--- config.mk ---
export PLATFORM = sky130hd
export DESIGN_NAME = serial_word_receiver
export DESIGN_NICKNAME = d
export VERILOG_FILES = /design/src/rtl/serial_pkg.sv /design/src/rtl/serial_byte_rx.sv /design/src/rtl/serial_word_receiver.sv
export SDC_FILE = /design/constraint.sdc
export NUM_CORES = 1
export LEC_CHECK = 0
export ABC_CLOCK_PERIOD_IN_PS = 2150
export CAP_MARGIN = 25
export CORE_ASPECT_RATIO = 2
export CORE_MARGIN = 2
export CORE_UTILIZATION = 33
export CTS_CLUSTER_SIZE = 20
export DETAILED_ROUTE_END_ITERATION = 6
export SYNTH_ARGS = -nofsm -noshare
export SYNTH_HDL_FRONTEND = slang
export SYNTH_SLANG_ARGS = --single-unit
--- constraint.sdc ---
create_clock -name Clock -period 2.15 [get_ports Clock]
set_input_delay 0.215 -clock Clock [delete_from_list [all_inputs] [get_ports Clock]]
set_output_delay 0.215 -clock Clock [all_outputs]
set_load 0.005 [all_outputs]
--- src/rtl/serial_pkg.sv ---
// Shared definitions for the serial word receiver: framing FSM state
// encoding, byte pointer encoding and bus widths.
// Latency: n/a.  Backpressure: n/a.
package serial_pkg;

  localparam int unsigned BYTE_BITS = 8;
  localparam int unsigned WORD_BITS = 16;

  // PARITY is only reachable when SERIAL_RX_PARITY_EN is defined.
  typedef enum logic [2:0] {
    IDLE   = 3'd0,
    START  = 3'd1,
    DATA   = 3'd2,
    PARITY = 3'd3,
    STOP   = 3'd4
  } rx_state_e;

  typedef enum logic {
    PTR_LOW  = 1'b0,
    PTR_HIGH = 1'b1
  } byte_ptr_e;

endpackage

--- src/rtl/serial_byte_rx.sv ---
// Purpose: synchronize RxD, time bits with a 16-bit baud counter and deframe
//   8N1 bytes (8E1 when SERIAL_RX_PARITY_EN is defined).
// Latency: byte_strobe/frame_err are registered, high the cycle after the
//   stop-bit (or parity-bit) sample edge.  Backpressure: none, strobes are
//   single-cycle pulses the consumer must take.
// Ports: Clock, Reset (async active-low), RxD (async serial line) in;
//   byte_data[7:0] (last shifted byte), byte_strobe, frame_err out.
module serial_byte_rx
  import serial_pkg::*;
#(
  parameter int unsigned CLKS_PER_BIT = 434,
  parameter int unsigned SYNC_STAGES  = 2
) (
  input  logic                 Clock,
  input  logic                 Reset,
  input  logic                 RxD,
  output logic [BYTE_BITS-1:0] byte_data,
  output logic                 byte_strobe,
  output logic                 frame_err
);

  localparam int unsigned IDX_W    = $clog2(BYTE_BITS);
  localparam logic [15:0] FULL_BIT = 16'(CLKS_PER_BIT);
  localparam logic [15:0] HALF_BIT = 16'(CLKS_PER_BIT / 2);

  logic [SYNC_STAGES-1:0] sync_q;
  logic                   rx_s;
  rx_state_e              state_q, state_d;
  logic [15:0]            cnt_q, cnt_d;
  logic [IDX_W-1:0]       bit_idx_q, bit_idx_d;
  logic [BYTE_BITS-1:0]   shift_q, shift_d;
  logic                   strobe_q, strobe_d;
  logic                   ferr_q, ferr_d;
  logic                   tick;

  assign rx_s = sync_q[SYNC_STAGES-1];
  // Counter counts down to 1 and reloads there, so a load of N expires
  // exactly N cycles later and the counter never passes through zero.
  assign tick = (cnt_q == 16'd1);

  always_ff @(posedge Clock or negedge Reset) begin
    if (!Reset) begin
      sync_q    <= '1;
      state_q   <= IDLE;
      cnt_q     <= '0;
      bit_idx_q <= '0;
      shift_q   <= '0;
      strobe_q  <= 1'b0;
      ferr_q    <= 1'b0;
    end else begin
      sync_q    <= {sync_q[SYNC_STAGES-2:0], RxD};
      state_q   <= state_d;
      cnt_q     <= cnt_d;
      bit_idx_q <= bit_idx_d;
      shift_q   <= shift_d;
      strobe_q  <= strobe_d;
      ferr_q    <= ferr_d;
    end
  end

  always_comb begin
    state_d   = state_q;
    cnt_d     = (cnt_q > 16'd1) ? cnt_q - 16'd1 : FULL_BIT;
    bit_idx_d = bit_idx_q;
    shift_d   = shift_q;
    strobe_d  = 1'b0;
    ferr_d    = 1'b0;
    case (state_q)
      IDLE: begin
        // Level detect: a line still low after a bad stop bit retriggers.
        if (!rx_s) begin
          cnt_d   = HALF_BIT;
          state_d = START;
        end
      end
      START: begin
        if (tick) begin
          if (!rx_s) begin
            bit_idx_d = '0;
            state_d   = DATA;
          end else begin
            state_d = IDLE;
          end
        end
      end
      DATA: begin
        if (tick) begin
          shift_d   = {rx_s, shift_q[BYTE_BITS-1:1]};
          bit_idx_d = bit_idx_q + 1'b1;
          if (bit_idx_q == IDX_W'(BYTE_BITS - 1)) begin
`ifdef SERIAL_RX_PARITY_EN
            state_d = PARITY;
`else
            state_d = STOP;
`endif
          end
        end
      end
`ifdef SERIAL_RX_PARITY_EN
      PARITY: begin
        // Even parity: data bits plus parity bit must XOR to zero.
        if (tick) begin
          if (^{shift_q, rx_s}) begin
            ferr_d  = 1'b1;
            state_d = IDLE;
          end else begin
            state_d = STOP;
          end
        end
      end
`endif
      STOP: begin
        if (tick) begin
          if (rx_s) strobe_d = 1'b1;
          else      ferr_d   = 1'b1;
          state_d = IDLE;
        end
      end
      default: state_d = IDLE;
    endcase
  end

  assign byte_data   = shift_q;
  assign byte_strobe = strobe_q;
  assign frame_err   = ferr_q;

endmodule

--- src/rtl/serial_word_receiver.sv ---
// Purpose: UART receive stage feeding the CPU; pairs deframed bytes (low
//   first) into 16-bit words and holds each until SerialAck.
// Latency: SerialValid rises 1 cycle after the second byte's stop sample.
// Backpressure: none upstream; a word completing while SerialValid is still
//   high without an ack is dropped and flagged on sticky Overrun.
// Ports: Clock, Reset (async active-low), RxD, SerialAck in;
//   SerialRead[15:0], SerialValid, FrameError (pulse), Overrun (sticky) out.
// Optional: define SERIAL_RX_PARITY_EN for 8E1 framing with parity check.
module serial_word_receiver
  import serial_pkg::*;
#(
  parameter int unsigned CLKS_PER_BIT = 434,
  parameter int unsigned SYNC_STAGES  = 2
) (
  input  logic                 Clock,
  input  logic                 Reset,
  input  logic                 RxD,
  input  logic                 SerialAck,
  output logic [WORD_BITS-1:0] SerialRead,
  output logic                 SerialValid,
  output logic                 FrameError,
  output logic                 Overrun
);

  logic [BYTE_BITS-1:0] rx_byte;
  logic                 rx_strobe;
  logic                 rx_ferr;

  byte_ptr_e            ptr_q, ptr_d;
  logic [BYTE_BITS-1:0] low_q, low_d;
  logic [WORD_BITS-1:0] read_q, read_d;
  logic                 valid_q, valid_d;
  logic                 ovr_q, ovr_d;
  logic                 word_done;

  serial_byte_rx #(
    .CLKS_PER_BIT (CLKS_PER_BIT),
    .SYNC_STAGES  (SYNC_STAGES)
  ) u_byte_rx (
    .Clock       (Clock),
    .Reset       (Reset),
    .RxD         (RxD),
    .byte_data   (rx_byte),
    .byte_strobe (rx_strobe),
    .frame_err   (rx_ferr)
  );

  assign word_done = rx_strobe && (ptr_q == PTR_HIGH);

  always_ff @(posedge Clock or negedge Reset) begin
    if (!Reset) begin
      ptr_q   <= PTR_LOW;
      low_q   <= '0;
      read_q  <= '0;
      valid_q <= 1'b0;
      ovr_q   <= 1'b0;
    end else begin
      ptr_q   <= ptr_d;
      low_q   <= low_d;
      read_q  <= read_d;
      valid_q <= valid_d;
      ovr_q   <= ovr_d;
    end
  end

  always_comb begin
    ptr_d   = ptr_q;
    low_d   = low_q;
    read_d  = read_q;
    valid_d = valid_q;
    ovr_d   = ovr_q;

    // A framing error realigns pairing so the next good byte is a low byte.
    if (rx_ferr) begin
      ptr_d = PTR_LOW;
    end else if (rx_strobe) begin
      if (ptr_q == PTR_LOW) begin
        low_d = rx_byte;
        ptr_d = PTR_HIGH;
      end else begin
        ptr_d = PTR_LOW;
      end
    end

    if (SerialAck && valid_q) begin
      valid_d = 1'b0;
      ovr_d   = 1'b0;
    end

    // Evaluated after the ack so a same-cycle overrun takes precedence.
    if (word_done) begin
      if (!valid_q || SerialAck) begin
        read_d  = {rx_byte, low_q};
        valid_d = 1'b1;
      end else begin
        ovr_d = 1'b1;
      end
    end
  end

  assign SerialRead  = read_q;
  assign SerialValid = valid_q;
  assign FrameError  = rx_ferr;
  assign Overrun     = ovr_q;

endmodule

==> impl_results.md <==
* Cell Area, Synth at 2699 µm²
* Hold Crit Class: in -> reg
* P per Cell Area at 715.2 nW/µm²
* CTS tree: built
* Post-Syn Instances at 213
* Nets@finish at 265
* Routed wl met3 at 156 µm
* Post-CTS setup buffer count at 0
* Synth unique cells at 38
* Clock Pin Slew Worst Setup and Hold Paths at 0.05 ns
* Synth-to-Final Area Change at 26.61%
* # IOs at 23
* Internal at 1.967 mW
* CTS sink cnt at 61
* Largest net degree at the start of global routing at 40
* Final Skew at 0.004364 ns
* Setup_tns at 0 ns
* Clock buffer depth at 2
* Grt ovf at 0
* Vias at 1757
* Vias in the first global route at 1853
* Syn_nets at 221
* Primary FF master, synth: dfrtp_1
* CTS Buf Count at 9
* Clock share of power at 0.509
* Worst Tran Pin Value at 0.6733 ns
* Row cnt at 46
* Final worst path period need at 1.965 ns
* Yosys top cell area share at 0.5471
* Crit start category: register
* Max Cap Violations at 0
* Initial core utilization at 0.3398
* Crit path required time at 2.35 ns
* F_max at 508.9 MHz
* Crit Reg-Reg Startpoint: u_byte_rx.cnt_q[1]
* Area contributors post-synth: dfrtp_1 55%, mux2_2 10%, mux2_4 4.5%, xor2_1 3.2%, nor2_1 2.8%
* Met2 WL post-DR at 2960 µm
* Clk root buf: clkbuf_16
* Maximum resistive drop on vdd at 0.3552 mV
* Share of cells above drive strength 1 at 0.2720
* Total die area at 8961 µm²
* Final worst path period share at 0.9139
* Chip height at 131.9 µm
* Psw at 0.4764 mW
* Drt initial violations at 132
* R2R depth at 6
* Total track usage at 0.1367
* Logic pwr share at 0.016
* RD Place Congestion at 0.7863
* Critical Path Fanout Max at 8
* Critical Path Sink Type: register
* Hpwl dp at 3902 µm
* TritonRoute pass-1 iters at 4
* R2R Setup Slk at 0.19 ns
* CTS HTree Levels at 3
* Yosys warnings at 0
* Final setup viols at 0
* Max-slew headroom at 0.5470
* Register area share after synthesis at 0.5665
* Port bufs at 22
* Ys async rst share at 1.000
* Number of synthesized flops with an enable pin at 0
* Max Slew Vio Count at 0
* Status: finished, final reports clean
* Final ANT Viol Nets at 0
* Syn_area_per_cell at 12.67 µm²
* Most instantiated library cell after synthesis: dfrtp_1
* DRT Wirelength at 5244 µm
* RR Endpoint: u_byte_rx.byte_data[2]
* Area leader, netlist: dfrtp_1
* Flop pwr share at 0.474
* Initial antenna violation count at 0
* Clock Latency Late Sink at 0.32 ns
* RSZ-0062 raised after global routing: no
* HP Start: RxD
* Hold Path Stages at 1
* Commonest cells in the netlist: 59 x dfrtp_1, 24 x mux2_2, 20 x nor2_1, 10 x nand2_1, 10 x xor2_1
* # DRC at 0
* Max Used Layer: met4
* Worst Setup Path Type: reg -> reg
* Met1 WL at 1989 µm
* Via-to-Cell Ratio at 4.922
* Lkg Pwr at 1.600 nW
* Critical Path AT at 2.17 ns
* FF+latch count, synth at 61
* Core area at 7943 µm²
* Die W at 67.95 µm
* End of the worst hold path: u_byte_rx.sync_q[0]
* First-pass GRT wire length at 8956 µm
* Sw Share at 0.1949
* Post-layout util at 0.4302
* Wire per inst at 14.69 µm
* Final hold viol count at 0
* N_diodes at 0
==> area by class of cell <==
type,instances,area (µm²)
inverters,7,26.28
clock inverters,2,10.01
well taps,96,120.1
flip-flops and latches,61,1529
multi-input cells,139,1124
fillers,736,4526
clock buffers,13,250.2
repair buffers,39,357.8
==> worst max-delay path: stages, from the launching register on <==
cell,delay (ns)
dfrtp_1,0.39
inv_1,0.09
ha_1,0.17
nor3b_2,0.26
nand4_4,0.12
or3_4,0.48
mux2_4,0.32
==> state kept, by name (all words and copies together), names as in the netlist <==
register,count
SerialRead,16
u_byte_rx.cnt_q,16
low_q,8
u_byte_rx.byte_data,8
u_byte_rx.bit_idx_q,3
u_byte_rx.state_q,3
u_byte_rx.sync_q,2
Overrun,1
SerialValid,1
ptr_q,1
u_byte_rx.byte_strobe,1
u_byte_rx.frame_err,1
==> layout by cell type, fill, tap and decap left out, types with 2 or more instances in the layout <==
cell,count
nand3_1,6
nand2b_1,3
clkinv_2,2
clkbuf_16,9
a211o_1,2
nand2_1,10
nor4_4,3
xor2_1,10
dfstp_2,2
a21oi_1,7
clkbuf_1,3
buf_4,15
dfrtp_1,59
ha_1,4
or3_1,2
o21ai_1,2
mux2_2,24
o21ai_0,3
clkdlybuf4s50_1,21
nand4_1,6
inv_1,7
nor3_1,7
nand3b_1,2
nor3b_2,2
mux2_4,8
nor2_1,20
xnor2_1,3
==> per-layer routing <==
metal  global-route usage  up-vias
li1                     -      844
met1               0.1336      875
met2               0.2368       28
met3              0.05124       10
met4              0.07222        0
met5                    0        -
==> what timing repair did <==
item	CTS	global route
hold buffers	1	0
setup endpoints to repair	8	8
resized for setup	1	1
gates cloned	0	0
endpoints found under the hold margin	20	0
==> through the flow <==
step / power [mW] / hold WS, ns / setup WS, ns / cells / area [µm²]
floorplan: 1.181 / -0.08059 / 0.09599 / 213 / 2699
global placement: 1.218 / 0.2370 / -0.01451 / 341 / 3137
detailed placement: 1.218 / 0.2383 / -0.07760 / 341 / 3137
CTS: 2.495 / 0.2833 / 0.03699 / 357 / 3412
global route: 2.559 / 0.2893 / 0.1127 / 357 / 3417
finish: 2.444 / 0.2987 / 0.1852 / 357 / 3417
==> power groups by stage <==
stage          Combinational [mW]  Clock [mW]  Sequential [mW]
2_1_floorplan             0.00444           0             1.18
3_3_place_gp               0.0410           0             1.18
3_5_place_dp               0.0413           0             1.18
4_1_cts                    0.0427        1.29             1.16
5_1_grt                    0.0474        1.35             1.16
6_report                   0.0400        1.24             1.16
==> worst max path at each step <==
stage | cells past startpoint | startpoint | to
global placement | 6 | u_byte_rx.cnt_q[1] | u_byte_rx.byte_data[4]
detailed placement | 6 | u_byte_rx.cnt_q[1] | u_byte_rx.byte_data[2]
finish | 6 | u_byte_rx.cnt_q[1] | u_byte_rx.byte_data[2]
CTS | 6 | u_byte_rx.cnt_q[1] | u_byte_rx.byte_data[2]
global route | 6 | u_byte_rx.cnt_q[1] | u_byte_rx.byte_data[2]
floorplan | 7 | u_byte_rx.cnt_q[1] | u_byte_rx.byte_data[0]
==> logic make-up after synthesis <==
logic type                 after synthesis  synth area share
and+or+nand+nor                         69            0.1576
muxes                                   33            0.1484
adders and majority gates                4           0.01855
AOI/OAI and AO/OA                       20           0.04590
xor gates and xnor gates                13           0.04219
DFF                                     61            0.5665
buffers and inverters                   13           0.02086
(Power assumes the default switching activity.)
